File: src/rtl/top_mod_pkg.sv
`default_nettype none
// ============================================================================
// Module      : top_mod_pkg
// Description : Shared types and constants for the keyed tag engine. It holds
//               the FSM state enum, the default key and round count, and the
//               active-low 7-segment hex encodings with their decoder.
// Revision    : 1.0 - initial release
// ============================================================================
package top_mod_pkg;

    // Tag engine sequencing states
    typedef enum logic [1:0] {
        IDLE = 2'd0,
        LOAD = 2'd1,
        RUN  = 2'd2,
        FIN  = 2'd3
    } state_e;

    localparam logic [31:0] C_DEFAULT_KEY    = 32'h5A5A_C3C3;
    localparam int          C_DEFAULT_ROUNDS = 16;

    // Active-low cathode patterns, bit order {g,f,e,d,c,b,a}
    localparam logic [6:0] C_SEG_0     = 7'b1000000;
    localparam logic [6:0] C_SEG_1     = 7'b1111001;
    localparam logic [6:0] C_SEG_2     = 7'b0100100;
    localparam logic [6:0] C_SEG_3     = 7'b0110000;
    localparam logic [6:0] C_SEG_4     = 7'b0011001;
    localparam logic [6:0] C_SEG_5     = 7'b0010010;
    localparam logic [6:0] C_SEG_6     = 7'b0000010;
    localparam logic [6:0] C_SEG_7     = 7'b1111000;
    localparam logic [6:0] C_SEG_8     = 7'b0000000;
    localparam logic [6:0] C_SEG_9     = 7'b0010000;
    localparam logic [6:0] C_SEG_A     = 7'b0001000;
    localparam logic [6:0] C_SEG_B     = 7'b0000011;
    localparam logic [6:0] C_SEG_C     = 7'b1000110;
    localparam logic [6:0] C_SEG_D     = 7'b0100001;
    localparam logic [6:0] C_SEG_E     = 7'b0000110;
    localparam logic [6:0] C_SEG_F     = 7'b0001110;
    localparam logic [6:0] C_SEG_BLANK = 7'b1111111;
    localparam logic [7:0] C_AN_OFF    = 8'hFF;

    // Map one hex nibble to its cathode pattern
    function automatic logic [6:0] hex_to_seg(input logic [3:0] nibble);
        logic [6:0] seg;
        case (nibble)
            4'h0:    seg = C_SEG_0;
            4'h1:    seg = C_SEG_1;
            4'h2:    seg = C_SEG_2;
            4'h3:    seg = C_SEG_3;
            4'h4:    seg = C_SEG_4;
            4'h5:    seg = C_SEG_5;
            4'h6:    seg = C_SEG_6;
            4'h7:    seg = C_SEG_7;
            4'h8:    seg = C_SEG_8;
            4'h9:    seg = C_SEG_9;
            4'hA:    seg = C_SEG_A;
            4'hB:    seg = C_SEG_B;
            4'hC:    seg = C_SEG_C;
            4'hD:    seg = C_SEG_D;
            4'hE:    seg = C_SEG_E;
            default: seg = C_SEG_F;
        endcase
        return seg;
    endfunction

endpackage

`default_nettype wire

File: src/rtl/top_mod_seg7_scan.sv
`default_nettype none
// ============================================================================
// Module      : seg7_scan
// Description : Eight-digit multiplexed hex display driver. A free-running
//               scan counter selects the digit from its top three bits; the
//               display is blanked whenever enable is low.
// Revision    : 1.0 - initial release
// ============================================================================
module seg7_scan
    import top_mod_pkg::*;
#(
    parameter int REFRESH_BITS = 17
) (
    input  logic        clk,
    input  logic        rst,
    input  logic        enable,
    input  logic [31:0] value,
    output logic [6:0]  Seg,
    output logic [7:0]  An
);

    logic [REFRESH_BITS-1:0] scan_q;
    logic [REFRESH_BITS-1:0] scan_d;
    logic [2:0]              w_digit;
    logic [3:0]              w_nibble;

    assign w_digit  = scan_q[REFRESH_BITS-1 -: 3];
    assign w_nibble = value[{w_digit, 2'b00} +: 4];

    // Scan counter advances every cycle and wraps naturally
    always_comb begin
        scan_d = scan_q + {{(REFRESH_BITS-1){1'b0}}, 1'b1};
    end

    // Scan counter register, cleared by reset
    always_ff @(posedge clk) begin
        if (rst) begin
            scan_q <= '0;
        end else begin
            scan_q <= scan_d;
        end
    end

    // Select the active anode and decode its nibble, or blank the display
    always_comb begin
        An  = C_AN_OFF;
        Seg = C_SEG_BLANK;
        if (enable) begin
            An[w_digit] = 1'b0;
            Seg         = hex_to_seg(w_nibble);
        end
    end

endmodule

`default_nettype wire

File: src/rtl/top_mod.sv
`default_nettype none
// ============================================================================
// Module      : top_mod
// Description : Keyed 32-bit tag engine. Loads a 16-bit message from the
//               switches, runs ROUNDS rotate/add/xor compression rounds,
//               flags a match against EXPECTED and shows the tag on an
//               eight-digit 7-segment display.
// Revision    : 1.0 - initial release
// ============================================================================
module top_mod
    import top_mod_pkg::*;
#(
    parameter logic [31:0] KEY          = C_DEFAULT_KEY,
    parameter int          ROUNDS       = C_DEFAULT_ROUNDS,
    parameter logic [31:0] EXPECTED     = 32'h0000_0000,
    parameter int          REFRESH_BITS = 17
) (
    input  logic        clk,
    input  logic        rst,
    output logic        done,
    output logic        TAG,
    input  logic [15:0] SW,
    output logic [6:0]  Seg,
    output logic [7:0]  An
);

    localparam logic [7:0] C_LAST_ROUND = 8'(ROUNDS - 1);

    state_e      state_q,  state_d;
    logic [31:0] s_q,      s_d;
    logic [31:0] result_q, result_d;
    logic [15:0] msg_q,    msg_d;
    logic [7:0]  r_q,      r_d;
    logic        done_q,   done_d;
    logic        tag_q,    tag_d;

    logic [31:0] w_mix;
    logic [31:0] w_s_step;

    // One compression round: rotate left by 3, add the keyed message, fold in round index
    assign w_mix    = KEY ^ {msg_q, msg_q};
    assign w_s_step = ({s_q[28:0], s_q[31:29]} + w_mix) ^ {24'b0, r_q};

    // Next-state logic for sequencing, datapath and registered status outputs
    always_comb begin
        state_d  = state_q;
        s_d      = s_q;
        result_d = result_q;
        msg_d    = msg_q;
        r_d      = r_q;
        case (state_q)
            IDLE: begin
                state_d = LOAD;
            end
            LOAD: begin
                msg_d   = SW;
                s_d     = {SW, ~SW};
                r_d     = 8'd0;
                state_d = RUN;
            end
            RUN: begin
                s_d = w_s_step;
                r_d = r_q + 8'd1;
                if (r_q == C_LAST_ROUND) begin
                    result_d = w_s_step;
                    state_d  = FIN;
                end
            end
            FIN: begin
                state_d = FIN;
            end
            default: begin
                state_d = IDLE;
            end
        endcase
        // Status flags track the next state so they change on the same edge as the FSM
        done_d = (state_d == FIN);
        tag_d  = (state_d == FIN) && (result_d == EXPECTED);
    end

    // State and datapath registers with synchronous reset
    always_ff @(posedge clk) begin
        if (rst) begin
            state_q  <= IDLE;
            s_q      <= '0;
            result_q <= '0;
            msg_q    <= '0;
            r_q      <= '0;
            done_q   <= 1'b0;
            tag_q    <= 1'b0;
        end else begin
            state_q  <= state_d;
            s_q      <= s_d;
            result_q <= result_d;
            msg_q    <= msg_d;
            r_q      <= r_d;
            done_q   <= done_d;
            tag_q    <= tag_d;
        end
    end

    assign done = done_q;
    assign TAG  = tag_q;

    seg7_scan #(
        .REFRESH_BITS (REFRESH_BITS)
    ) u_seg7_scan (
        .clk    (clk),
        .rst    (rst),
        .enable (done_q),
        .value  (result_q),
        .Seg    (Seg),
        .An     (An)
    );

endmodule

`default_nettype wire

File: config.mk
export PLATFORM = sky130hd
export DESIGN_NAME = top_mod
export DESIGN_NICKNAME = d
export VERILOG_FILES = /design/src/rtl/top_mod_pkg.sv /design/src/rtl/top_mod_seg7_scan.sv /design/src/rtl/top_mod.sv
export SDC_FILE = /design/constraint.sdc
export NUM_CORES = 1
export LEC_CHECK = 0
export ABC_AREA = 1
export ABC_CLOCK_PERIOD_IN_PS = 6300
export BUFFER_PORTS_ARGS = -buffer_cell sky130_fd_sc_hd__buf_2
export CAP_MARGIN = 20
export CORE_UTILIZATION = 54
export DETAILED_ROUTE_END_ITERATION = 12
export PLACE_DENSITY = 0.71
export SETUP_SLACK_MARGIN = 0.4
export SLEW_MARGIN = 0
export SYNTH_ARGS = -nofsm -noshare
export SYNTH_HDL_FRONTEND = slang
export SYNTH_SLANG_ARGS = --single-unit
File: constraint.sdc
create_clock -name clk -period 6.3 [get_ports clk]
set_clock_uncertainty 0.1 [all_clocks]
set_input_delay 0.315 -clock clk [delete_from_list [all_inputs] [get_ports clk]]
set_output_delay 0.315 -clock clk [all_outputs]
set_load 0.005 [all_outputs]
==> key figures, run 1 <==
Floorplanning
  – Die ar.: 14,500 sq um
  – Core Rows: 42
  – I/O Pins: 35
  – Core Region: 13,500 sq um
  – Die Wd: 121 microns
  – Die H: 121 microns
  – Starting Density: 0.564

Clock network
  – Worst-path clk slew: roughly 0.08 ns
  – Post-CTS Setup Inserts: 0
  – Sink Count: approximately 110
  – Worst-Skew Late Latency: approximately 0.36 ns
  – H-tree levels: 3
  – # resized after CTS: 0
  – Hold buffers post-CTS: 0
  – Max Root-Sink Buffers: 2
  – CTS root buf: clkbuf_16
  – TritonCTS clock tree: done
  – Total CTS buffers: 9

Global route
  – Vias in the first global route: 7,026
  – Initial antenna violation count: 0
  – GRT Total Usage: 0.328
  – Largest net degree at the start of global routing: 61
  – First-pass GRT wire length: 36.5 mm
  – Grt ovf: 0

STA
  – RSZ-0062 raised after global routing: false
  – Slew Viols, Final: 0
  – Setup TNS: 0 ns
  – Max Freq: 278 MHz
  – Final Critical Period: 3.60 ns
  – Fin. Hold Viols: 0
  – Tcrit/Tclk final: 0.571
  – Final Setup Violations: 0
  – Slew HR: 0.235
  – Tightest Pin Transition: 1.14 ns

Finish
  – Area of the multi-input gates: 4550 sq um
  – Ant diodes: 0
  – Final Net Count: 1,328
  – Layout cells sized above 1: 0.0669
  – Area growth from synthesis to layout: 8.21%
  – Fillers: about 1,400
  – Seq. cell area: 2180 sq um

Logic synthesis
  – Post-Syn Nets: 1,313
  – Seq cells post-synth: 109
  – Top_reg_cell synth: dfxtp_1
  – Fraction of the mapped netlist area in simple logic gates: 0.374
  – Post-synth ARST share: 0
  – Xor and xnor area share after synthesis: 0.0139
  – Number of synthesized flops with an enable pin: 0
  – Largest family of logic cells by synthesized area: simple AND/OR/NAND/NOR gates
  – Ys Warns: 0
  – Synth Area in Adders: 0.0752
  – Cells after Synth: 1,250
  – Synth cell types: 46
  – Synth Area in Compound Gates: 0.137
  – Post-synthesis mux area share: 0
  – Post-synthesis sequential area ratio: 0.288
  – Synth Cell Area: 7590 sq um
  – Avg Cell Area, Syn: 6.07 sq um

Placement
  – GPL Wtd Cong: 1.03
  – Port Buffers: 34
  – DPL Wire Length: 17.9 mm

Drt
  – Via density: 5.42
  – Initial DRC count: 762
  – Final wirelength: between 20 and 25 mm
  – # DRC: 0
  – Antenna-violating nets left: 0
  – Drt pass-1 iters: 5
  – WL per Instance: 15.9 microns
  – Via count: 7,843

Power and ir drop
  – Leak: 4.08 nW
  – Clk pwr share: 0.288
  – Flop pwr share: 0.335
  – Comb pwr share: 0.376
  – Cell internal pwr: 1.44 mW
  – VDD IR max: 0.195 mV
  – Net switching power: 0.962 mW
  – Sw Ratio: 0.401
  – Total power: 2.40 mW
  – P per Cell Area: 292 nW/um^2

Min path
  – Hold Crit Class: primary input to flop

Worst setup path
  – Worst setup SP type: flop
  – Crit. End Element: flop
  – Crit path DAT: about 3.8 ns
  – Worst Path Required: roughly 6.5 ns
  – CP Class: flop to flop
  – Crit Path Max Fanout: 34

Status
  – Status: finished clean

Job
  – Max cap viols: 0
-- stage by stage --
stage	cells	hold slack [ns]	worst slack [ns]	util	cell area [sq um]
floorplan	1250	0.329	3.98	-	7590
detailed placement	1430	0.349	2.82	0.583	7840
CTS	1446	0.101	2.80	0.610	8210
global route	1446	0.127	2.54	0.610	8210
global placement	1430	0.339	2.94	0.583	7840
finish	1446	0.0982	2.70	0.610	8210
-- registers in the layout (all words and copies together) (netlist names) --
| name | count |
|---|---|
| state_q | 2 |
| u_seg7_scan.scan_q | 17 |
| result_q | 32 |
| r_q | 8 |
| TAG | 1 |
| s_q | 32 |
| done | 1 |
| msg_q | 16 |
-- logic make-up after synthesis --
group,after synthesis
simple gates,667
buf+inv,217
compound gates,200
flops,109
fa+ha+maj,45
xor+xnor,12
-- power groups by stage --
stage / Combinational (mW) / Clock [mW] / Sequential [mW]
floorplan: 0.635 / 0 / 0.791
global placement: 0.871 / 0 / 0.817
detailed placement: 0.874 / 0 / 0.816
CTS: 0.880 / 0.696 / 0.801
global route: 1.00 / 0.723 / 0.808
finish: 0.903 / 0.692 / 0.804
-- worst paths after layout --
check	slack [ns]	cells after the start	start	endpoint
max	2.70	9	state_q[0]	r_q[6]
min	0.1	3	SW[2]	msg_q[2]
max reg2reg	2.70	9	state_q[0]	r_q[6]
min reg2reg	0.36	1	u_seg7_scan.scan_q[0]	u_seg7_scan.scan_q[0]
-- layer usage --
metal / GRT usage / vias up / part of all wire
met5: 0 / - / 0
met4: 0.103 / 0 / 0.031
met3: 0.0566 / 52 / 0.085
met2: 0.495 / 306 / 0.42
met1: 0.473 / 3471 / 0.47
li1: - / 4014 / -
-- layout by cell type, fill, tap and decap left out, drive strengths merged --
master / count
xor2: 6
nor2: 160
clkbuf: 10
or2: 6
a31oi: 1
and2: 14
o21bai: 2
ha: 44
a21boi: 1
a21oi: 106
nand4: 11
o21ai: 83
o21a: 1
bufinv: 3
o311ai: 1
nor3: 18
a221oi: 1
nand2b: 1
nand3: 89
fa: 1
o22ai: 1
o211ai: 2
nand2: 358
nor3b: 2
and3: 1
xnor2: 6
a22o: 1
buf: 38
clkinv: 4
nand3b: 6
dfxtp: 109
nor4: 1
inv: 182
-- cell type report --
cell class / count / share of cell area
Clock inverter: 6 / 0.0157
Multi-Input combinational cell: 924 / 0.554
Tap cell: 176 / 0.0268
Timing Repair Buffer: 38 / 0.0244
Inverter: 183 / 0.0837
Sequential cell: 109 / 0.266
Clock buffer: 10 / 0.0291
-- cells in the mapped netlist (2+ instances only) --
cell type  count  share of area
a21oi_1      106          0.070
and2_1        14          0.012
buf_1          3         0.0015
buf_2          3         0.0020
buf_4          5         0.0049
buf_6          2         0.0030
clkbuf_1      21          0.010
clkinv_1       3         0.0015
dfxtp_1      109           0.29
ha_1          44          0.073
inv_1        176          0.087
inv_2          4         0.0020
nand2_1      353           0.17
nand2_2        5         0.0041
nand3_1       82          0.054
nand3_2        7         0.0092
nand3b_1       6         0.0059
nand4_1       11         0.0091
nor2_1       153          0.076
nor2_2         6         0.0049
nor3_1        16          0.011
nor3_2         2         0.0026
o21ai_0       76          0.050
o21ai_1        6         0.0040
o21bai_1       2         0.0020
or2_1          3         0.0025
or2_2          3         0.0025
xnor2_1        6         0.0069
xor2_1         6         0.0069
-- worst max-delay path, cell delays in order (launching register included) --
cell and delay (ns):
dfxtp_1 0.36, inv_1 0.11, ha_1 0.80, clkinv_1 1.13, nor2_1 0.49, nand3_1 0.15
nor2_1 0.15, a21oi_1 0.07, o21ai_0 0.08, inv_1 0.05
Power figures use the tool's default switching activity.
==> run 2, diff against run 1 <==
--- a/config.mk
+++ b/config.mk
@@ -6,7 +6,7 @@
 export NUM_CORES = 1
 export LEC_CHECK = 0
 export ABC_AREA = 1
-export ABC_CLOCK_PERIOD_IN_PS = 6300
+export ABC_CLOCK_PERIOD_IN_PS = 3650
 export BUFFER_PORTS_ARGS = -buffer_cell sky130_fd_sc_hd__buf_2
 export CAP_MARGIN = 20
 export CORE_UTILIZATION = 54
==> constraint.sdc (replaced) <==
create_clock -name clk -period 3.65 [get_ports clk]
set_clock_uncertainty 0.1 [all_clocks]
set_input_delay 0.1825 -clock clk [delete_from_list [all_inputs] [get_ports clk]]
set_output_delay 0.1825 -clock clk [all_outputs]
set_load 0.005 [all_outputs]
==> key figures, run 2 (same netlist as run 1, synthesis figures left out) <==
Finish
  – Fin cells: 1,457
  – Fillers: 1,386
  – Leading cell types in the layout, fill and taps excluded: nand2_1 (353), inv_1 (176), nor2_1 (153), dfxtp_1 (108), a21oi_1 (106)
  – Area growth from synthesis to layout: 9.07%
  – Layout cells sized above 1: 0.0726
  – Most common cell after layout, fill and taps aside: nand2_1
  – Final Net Count: 1,339
  – Seq. cell area: 2180 sq um
  – Largest regs: result_q: 32 flops, s_q: 32 flops, u_seg7_scan.scan_q: 17 flops
  – Ant diodes: 0
  – Final Util: 0.615
  – Area of the multi-input gates: 4560 sq um

Clock network
  – CTS root buf: clkbuf_16
  – Worst-path clk slew: 0.09 ns
  – Total CTS buffers: 9
  – Max Root-Sink Buffers: 2
  – H-tree levels: 3
  – Post-CTS Setup Inserts: 0
  – Worst-Skew Late Latency: between 0.3 and 0.4 ns
  – TritonCTS clock tree: done
  – Sink Count: approximately 110

Floorplanning
  – Core Region: 13,500 sq um
  – Die H: 121 microns
  – I/O Pins: 35
  – Die Wd: 121 microns
  – Starting Density: 0.564
  – Die ar.: 14,500 sq um
  – Core Rows: 42

Worst setup path
  – Worst Path Required: 3.37 ns
  – CP Class: flop to output port
  – Crit. End Element: output port
  – Worst setup SP type: flop
  – Crit path DAT: 2.58 ns
  – Crit Path Max Fanout: 19

Drt
  – Drt pass-1 iters: 6
  – Antenna-violating nets left: 0
  – Via density: between 5 and 6
  – WL per Instance: between 15 and 20 microns
  – Initial DRC count: 681
  – Final wirelength: ~23 mm
  – Via count: ~7,900
  – # DRC: 0

STA
  – Max Freq: 350 MHz
  – RSZ-0062 raised after global routing: false
  – Final Critical Period: 2.86 ns
  – Slew HR: 0.461
  – Tcrit/Tclk final: 0.784
  – Tightest Pin Transition: around 0.8 ns
  – Slew Viols, Final: 0
  – Setup TNS: 0 ns
  – Fin. Hold Viols: 0
  – Final Setup Violations: 0

Global route
  – Vias in the first global route: 7,075
  – Initial antenna violation count: 0
  – First-pass GRT wire length: approximately 36 mm
  – Largest net degree at the start of global routing: 60
  – GRT Total Usage: 0.329
  – Grt ovf: 0

Power and ir drop
  – Leak: roughly 4.1 nW
  – VDD IR max: 0.291 mV
  – P per Cell Area: between 400 and 500 nW/um^2

Placement
  – Port Buffers: 34
  – DPL Wire Length: 17.8 mm
  – # placed instances: 1,436
  – GPL Wtd Cong: 0.977

Job
  – Max cap viols: 0

Min path
  – Hold Crit Class: primary input to flop

Status
  – Status: finished clean
## run 2: cell types whose count changed in the layout (fill, tap and decap cells not counted), moves of 2 or more
cell and delta:
inv_12 +2, bufinv_16 -3, clkinv_8 +3, dlygate4sd3_1 +5, inv_8 -2, buf_4 +6
## run 2: worst paths after layout
path,startpoint,end,slack [ns],cells past startpoint
setup / recovery,u_seg7_scan.scan_q[14],Seg[0],0.79,12
hold / removal,SW[9],msg_q[9],0.01,3
setup reg to reg,msg_q[0],TAG,0.85,21
hold reg to reg,u_seg7_scan.scan_q[0],u_seg7_scan.scan_q[0],0.37,1
## run 2: timing repair
item                                    in CTS  in global routing
hold buffers                                 5                  0
endpoints found under the setup margin       2                  6
resized for setup                            1                  1
hold endpoints to repair                     5                  0
gates cloned                                 0                  0
## run 2: through the flow
step / setup WS (ns) / total power, mW / hold WS (ns) / area [sq um]
3_3_place_gp: 0.940 / 2.88 / 0.322 / 7890
6_report: 0.790 / 4.00 / 0.0143 / 8270
2_1_floorplan: 1.41 / 2.46 / 0.217 / 7590
4_1_cts: 0.590 / 3.97 / 0.00605 / 8270
3_5_place_dp: 0.760 / 2.89 / 0.331 / 7890
5_1_grt: 0.542 / 4.23 / 0.0525 / 8270
## run 2: layer usage
layer / track usage / vias to the layer above / share of wire
met3: 0.0415 / 50 / 0.069
met5: 0 / - / 0
met2: 0.509 / 274 / 0.43
li1: - / 4016 / -
met1: 0.452 / 3534 / 0.46
met4: 0.155 / 0 / 0.038
## run 2: cell type report
class | count | area share
Inverter | 183 | 0.0830
Tap cell | 176 | 0.0266
Clock buffer | 9 | 0.0272
Multi-Input combinational cell | 924 | 0.551
Sequential cell | 109 | 0.264
Clock inverter | 7 | 0.0129
Timing Repair Buffer | 49 | 0.0357
## run 2: report_power, final
| group | internal (mW) | switching (mW) | total, mW |
|---|---|---|---|
| combinational | 0.492 | 1.05 | 1.54 |
| sequential | 1.29 | 0.0824 | 1.38 |
| clock | 0.509 | 0.570 | 1.08 |
## run 2: critical path: stages (launching register included)
cell and delay, ns:
dfxtp_2 0.54, inv_2 0.17, nor2_1 0.12, nor2_1 0.05, a221oi_1 0.27, nand2_1 0.21, inv_1 0.18, ha_1 0.17
inv_1 0.04, nor2_1 0.14, o21ai_0 0.09, nand3_1 0.11, buf_2 0.11
